`src/rtl/sample_buffer_reader.sv`:
```
// sample_buffer_reader: fetches 48-bit words from the sample RAM and streams them LSB-first as 6 bytes over valid/ready.
module sample_buffer_reader #(
    parameter int ADDR_W = 5,
    parameter int DATA_W = 48
) (
    input  logic              clk,
    input  logic              reset,
    input  logic              en,
    input  logic              clear,
    input  logic [ADDR_W:0]   wr_ptr,
    output logic [ADDR_W:0]   rd_ptr,
    output logic              ceb,
    output logic              oce,
    output logic [ADDR_W-1:0] adb,
    input  logic [DATA_W-1:0] dout,
    output logic [7:0]        tx_data,
    output logic              tx_valid,
    input  logic              tx_ready,
    output logic              busy
);
    typedef enum logic [1:0] {IDLE, RD, CAP, SEND} state_t;

    state_t            r_state;
    logic [ADDR_W:0]   r_rd_ptr;
    logic [ADDR_W-1:0] r_adb;
    logic [DATA_W-1:0] r_shreg;
    logic [2:0]        r_idx;
    logic              r_ceb;
    logic              r_tx_valid;
    logic              r_busy;
    logic              w_more;
    logic              w_hs;
    logic [ADDR_W:0]   w_rd_next;

    // At word end this sees the pointer already advanced in CAP
    assign w_more    = en && (r_rd_ptr != wr_ptr);
    assign w_hs      = r_tx_valid && tx_ready;
    assign w_rd_next = r_rd_ptr + 1'b1;

    always_ff @(posedge clk or posedge reset) begin
        if (reset) begin
            r_state    <= IDLE;
            r_rd_ptr   <= '0;
            r_adb      <= '0;
            r_shreg    <= '0;
            r_idx      <= '0;
            r_ceb      <= 1'b0;
            r_tx_valid <= 1'b0;
            r_busy     <= 1'b0;
        end else if (clear) begin
            r_state    <= IDLE;
            r_rd_ptr   <= wr_ptr;
            r_adb      <= wr_ptr[ADDR_W-1:0];
            r_ceb      <= 1'b0;
            r_tx_valid <= 1'b0;
            r_busy     <= 1'b0;
        end else begin
            case (r_state)
                IDLE: if (w_more) begin
                    r_state <= RD;
                    r_ceb   <= 1'b1;
                    r_busy  <= 1'b1;
                end
                RD: begin
                    r_state <= CAP;
                    r_ceb   <= 1'b0;
                end
                CAP: begin
                    r_state    <= SEND;
                    r_shreg    <= dout;
                    r_rd_ptr   <= w_rd_next;
                    r_adb      <= w_rd_next[ADDR_W-1:0];
                    r_idx      <= '0;
                    r_tx_valid <= 1'b1;
                end
                SEND: if (w_hs) begin
                    r_shreg <= r_shreg >> 8;
                    r_idx   <= r_idx + 1'b1;
                    if (r_idx == 3'd5) begin
                        r_tx_valid <= 1'b0;
                        r_state    <= w_more ? RD : IDLE;
                        r_ceb      <= w_more;
                        r_busy     <= w_more;
                    end
                end
            endcase
        end
    end

    assign rd_ptr   = r_rd_ptr;
    assign adb      = r_adb;
    assign ceb      = r_ceb;
    assign oce      = 1'b1;
    assign tx_data  = r_shreg[7:0];
    assign tx_valid = r_tx_valid;
    assign busy     = r_busy;
endmodule

```
`config.mk`:
```
export PLATFORM = sky130hd
export DESIGN_NAME = sample_buffer_reader
export DESIGN_NICKNAME = d
export VERILOG_FILES = /design/src/rtl/sample_buffer_reader.sv
export SDC_FILE = /design/constraint.sdc
export NUM_CORES = 1
export LEC_CHECK = 0
export BUFFER_PORTS_ARGS = -buffer_cell sky130_fd_sc_hd__clkbuf_2
export CORE_MARGIN = 2
export CORE_UTILIZATION = 40
export CTS_BUF_LIST = sky130_fd_sc_hd__clkbuf_8
export DETAILED_ROUTE_END_ITERATION = 6
export REMOVE_ABC_BUFFERS = 1
export SLEW_MARGIN = 20
export SYNTH_ARGS = -nofsm -noshare
export SYNTH_HDL_FRONTEND = slang
export SYNTH_SLANG_ARGS = --single-unit
```
`constraint.sdc`:
```
create_clock -name clk -period 2.4 [get_ports clk]
set_clock_uncertainty 0.15 [all_clocks]
set_input_delay 0.36 -clock clk [delete_from_list [all_inputs] [get_ports clk]]
set_output_delay 0.36 -clock clk [all_outputs]
set_load 0.1 [all_outputs]
```
# Word level (Yosys, flattened, before mapping)
# Cells that the tools add are included.
[totals] regBits=67 inputBits=59 output_inout_bits=23 wordCells=58
[classes] addsub=2 eq_ne=9 n_mux=25 bitwise=1 reduce_logical=13
[op_table] op="48-bit one-hot mux with 2 select lines" count=1
[op_table] op="48-bit two-way mux" count=1
[op_table] op="6-bit two-way mux" count=2
[op_table] op="5-bit two-way mux" count=2
[op_table] op="1-bit two-way mux" count=9
[op_table] op="3-bit inequality test, second input constant" count=3
[op_table] op="3-bit AND reduction" count=3
[op_table] op="2-bit two-way mux" count=4
[op_table] op="2-bit one-hot mux with 4 select lines" count=1
[op_table] op="4-bit AND reduction" count=2
[op_table] op="6-bit by 1-bit adder with 6-bit output, second input constant" count=1
[op_table] op="6-bit inequality test" count=1
[op_table] op="3-bit one-hot mux with 2 select lines" count=1
[op_table] op="3-bit nonzero test" count=2
[op_table] op="2-bit equality test, second input constant" count=2
[op_table] op="1-bit one-hot mux with 2 select lines" count=2
[op_table] op="2-bit nonzero test" count=2
[op_table] op="4-bit nonzero test" count=1
[op_table] op="3-bit by 1-bit adder with 3-bit output, second input constant" count=1
[op_table] op="3-bit equality test, second input constant" count=1
[op_table] op="3-bit two-way mux" count=1
[op_table] op="1-bit one-hot mux with 3 select lines" count=1
[op_table] op="2-bit by 1-bit equality test with 1-bit output, second input constant" count=1
[op_table] op="1-bit logical AND" count=2
[op_table] op="other kinds (3)" count=3

# Depth between registers and ports, before layout
[logic_depth] depth_word=7 ltp_mapped=8 ltp_nobuf=7

# Worst setup path before layout
# Ideal clock, no wire load.
[synth_timing] path_kind="register to register" startpoint="register r_rd_ptr[0] (netlist: rd_ptr[0])" endpoint="register r_state[1]" setup_ns=0.087 arrival_time_ns=2.120 required_time_ns=2.163 setup_slack_ns=0.043 stages_incl_launch_ff=6 path_buffers=0 synth_period_minus_slack_ns=2.357 cell_sequence="dfrtp_1 -> xor2_1 -> nor4_2 -> a21boi_2 -> or4_1 -> o211ai_1"
[synth_between] elab_chain_len=4
[synth_lines] item="start: declaration" line="24" source="logic [ADDR_W:0] r_rd_ptr;"
[synth_lines] item="start signal: assignment" line="52" source="r_rd_ptr <= wr_ptr;"
[synth_lines] item="start signal: assignment" line="71" source="r_rd_ptr <= w_rd_next;"
[synth_lines] item="6-bit inequality test" line="36" source="assign w_more = en && (r_rd_ptr != wr_ptr);"
[synth_lines] item="1-bit logical AND" line="36"
[synth_lines] item="3-bit inequality test (no source line)"
[synth_lines] item="3-bit AND reduction (no source line)"
[synth_lines] item="end signal: assignment" line="81" source="r_state <= w_more ? RD : IDLE;"
[synth_lines] item="end: declaration" line="23" source="state_t r_state;"
# Every way passes these cells.
# A chain may end at the register's enable or synchronous reset.

# Worst setup path after layout
[layout_timing] startpoint="register r_state[1]" endpoint="register r_state[0]"
[layout_between] elab_chain_len=3 elab_cells_between_ends=10 classes_between="6 x eq/ne; 2 x mux; 2 x reduce/logical"
[layout_lines] item="2-bit equality test (tied with other cells)" line="58" source="case (r_state)"
[layout_lines] item="2-bit one-hot mux with 4 select lines / 3-bit inequality test (equally long branches)"
[layout_lines] item="2-bit two-way mux / 3-bit AND reduction (equally long branches)"
# Several ways; a longest one is shown, not always the timed one.

==> parameters.txt <==
Parameter                              Value

Logic synthesis
  Gate Count Post-Synth    305
  Number of enable-type register cells in the synthesized netlist    0
  Post-Syn Area    0.00311 mm^2
  Mean Syn Cell Area    10.2 um^2
  Number of synthesized register bits    62
  Yosys synthesis warning count    0
  Distinct cells, synth    38
  Share of flip-flops with an asynchronous set or reset after synthesis    100%
  Most used DFF post-synth    dfrtp_1
  Sequential cell area fraction in the yosys report    49.9%

Routing
  Violation count after the first detailed-route iteration    84
  Final ANT Viol Nets    0
  Detailed Route WL    6.24 mm
  Number of optimization iterations in the first detailed-route pass    4
  Highest routing layer actually used    met4
  Count of unresolved DRC violations after routing    0
  Vias after detailed routing    2,302
  Met3 WL post-DR    315 um
  Detailed-route wire length per cell    13.0 um
  Met2 Wirelength    2.77 mm
  M1 WL    3.04 mm
  Post-DR vias/cell    4.80

Global route
  Global-route wire length before repair    10.7 mm
  Vias in the first global route    2,256
  Global router's overall resource usage    16.2%
  Total grt overflow    0
  Maximum number of pins on one net before global-route repair    90
  Initial antenna violation count    0

Clock network
  CTS tree    built
  Inserted Clock Buffers    9
  Insertion delay to the later sink of the worst-skew pair    340 ps
  Post-CTS Repair Setup Buffers    0
  Root Buffer Master    clkbuf_8
  Total of hold buffers inserted after clock tree synthesis    1
  CTS HTree Levels    3
  Number of gates resized after CTS    0
  Clock sink total    62
  Longest Clk Path Bufs    2
  CTS clock-pin slew for the worst setup and hold paths    70 ps

STA
  Number of pins exceeding their max-slew limit in the final report    0
  Min Clock Period, post-route    2010 ps
  Worst-case setup margin in the final layout    394 ps
  Slew HR    63.8%
  Setup Viol. Count Final    0
  Worst Max-Slew Pin Slew    545 ps
  Final cycle utilization of the critical path    83.6%
  Fin. Hold Viols    0
  Unrepaired setup endpoints after global routing    false
  TNS Setup    0 ps
  Maximum clock frequency    499 MHz

Placed design
  Placed cell area    0.00355 mm^2
  Placer's final routability congestion estimate    0.787
  PortBufs    80
  Setup WS pre-CTS    439 ps
  HPWL after detailed placement    4.30 mm

Floorplan
  I/O pin count    82
  Number of standard-cell rows in the floorplan    32
  Std-Cell Core Area    0.00765 mm^2
  Die H    92.2 um
  Width of the die    92.2 um
  Initial Utilization    40.7%
  Die area    0.00850 mm^2

Critical path
  Critical path start-end classification    reg2reg
  Crit-path max FO    7
  Start point of the critical path    r_state[1]$_DFFE_PP0P_
  Arrival time reported for the critical path endpoint    2070 ps
  Startpoint Class    flip-flop
  Flop-to-flop setup slack    390 ps
  Reg2reg start    r_state[1]$_DFFE_PP0P_
  Crit end category    flip-flop
  Required time at the worst-slack endpoint    2460 ps

Pwr
  Max IR drop VDD    464 uV
  Power density normalized to cell area    1210 mW/mm^2
  Leakage Power    1.79 nW

Cells and area
  Filler cell count in the final layout    757
  Area growth from synthesis to layout    20.8%
  Fraction of final layout cells sized beyond drive strength 1    28.8%
  Fin nets    440
  Antenna cell count    0
  Design area    0.00376 mm^2

Outcome
  Run status    complete, no violations

Flow run
  Number of maximum-capacitance constraint violations    0

Min path
  Tightest Hold Check Type    in2reg
  HP Start    dout[40]
cell usage after synthesis (2+ instances only):
cell type / number / area (um^2)
mux2i_1: 41 / 410
nand3_1: 2 / 10.0
a22o_1: 8 / 70.1
nand2_1: 53 / 199
ha_1: 8 / 100
a21oi_1: 3 / 15.0
inv_1: 5 / 18.8
xnor2_1: 2 / 17.5
nand4_1: 3 / 18.8
clkbuf_1: 10 / 37.5
buf_4: 16 / 120
buf_2: 5 / 25.0
o21ai_1: 49 / 245
o22ai_1: 2 / 12.5
xor2_1: 10 / 87.6
dfrtp_1: 62 / 1550
nor2_1: 5 / 18.8
sequential cells by signal, indices dropped and copies added (netlist names):
signal,cells
rd_ptr,6
busy,1
r_shreg,48
r_state,2
ceb,1
tx_valid,1
r_idx,3
stage by stage:
stage,utilization [%],hold WS [ps],instances,power [mW]
floorplan,-,277,274,3.24
global placement,46.4,254,463,3.60
detailed placement,46.4,265,463,3.64
CTS,49.1,78.5,480,4.59
global route,49.1,86.3,480,4.84
finish,49.1,93.1,480,4.53
placed cells by master, fill, tap and decap left out, types with 2 or more instances in the layout:
| cell type | netlist | final |
|---|---|---|
| clkbuf_2 | 0 | 80 |
| dfrtp_1 | 62 | 62 |
| nand2_1 | 53 | 53 |
| o21ai_1 | 49 | 49 |
| mux2i_1 | 41 | 41 |
| clkbuf_8 | 0 | 11 |
| xor2_1 | 10 | 10 |
| a22o_1 | 8 | 8 |
| ha_1 | 8 | 7 |
| inv_1 | 5 | 5 |
| nor2_1 | 5 | 5 |
| buf_4 | 16 | 5 |
| nand4_1 | 3 | 3 |
| a21oi_1 | 3 | 3 |
| clkinv_2 | 0 | 3 |
| o22ai_1 | 2 | 2 |
| nand3_1 | 2 | 2 |
| xnor2_1 | 2 | 2 |
| buf_12 | 0 | 2 |
worst max-delay path, cell delays in order, from the launching register on:
cell,delay (ps)
dfrtp_1,410
clkinvlp_2,250
ha_1,270
inv_1,160
nor2_1,60
a311o_1,370
a21oi_1,130
o21ai_1,80
routing by layer:
metal,vias to the layer above,GRT usage (%)
met3,11,5.18
met4,0,6.84
li1,1174,-
met5,-,0
met2,51,24.4
met1,1066,21.6
where the power goes:
part           internal (mW)  total, mW  switching, mW
Clock                  0.527      0.928          0.401
Sequential              1.45       1.69          0.241
Combinational          0.532       1.91           1.38
Total                   2.51       4.53           2.02
worst paths after layout:
check / cells past startpoint / to
max: 7 / r_state[0]$_DFFE_PP0P_
min: 2 / r_shreg[40]$_DFFE_PP0P_
max reg2reg: 7 / r_state[0]$_DFFE_PP0P_
min reg2reg: 2 / r_shreg[0]$_DFFE_PP0P_
max in group asynchronous: 4 / r_shreg[5]$_DFFE_PP0P_
min in group asynchronous: 3 / r_shreg[15]$_DFFE_PP0P_
cell families after synthesis:
| kind of cell | Yosys count | synth area share (%) |
|---|---|---|
| compound gates | 71 | 13.4 |
| xor+xnor | 12 | 3.38 |
| fa+ha+maj | 8 | 3.22 |
| buf+inv | 37 | 6.64 |
| flops | 62 | 49.9 |
| mux | 41 | 13.2 |
| other cells | 1 | 0.121 |
| simple gates | 73 | 10.2 |
final cells by class:
cell class              count  area, um^2  area share, %
flip-flops and latches     62        1550           41.3
clock buffers              11         151           4.03
multi-input cells         206        1370           36.3
repair buffers             88         488           13.0
inverters                   6        23.8          0.633
well taps                 102         128           3.40
clock inverters             5        48.8           1.30
Power figures use the tool's default switching activity.
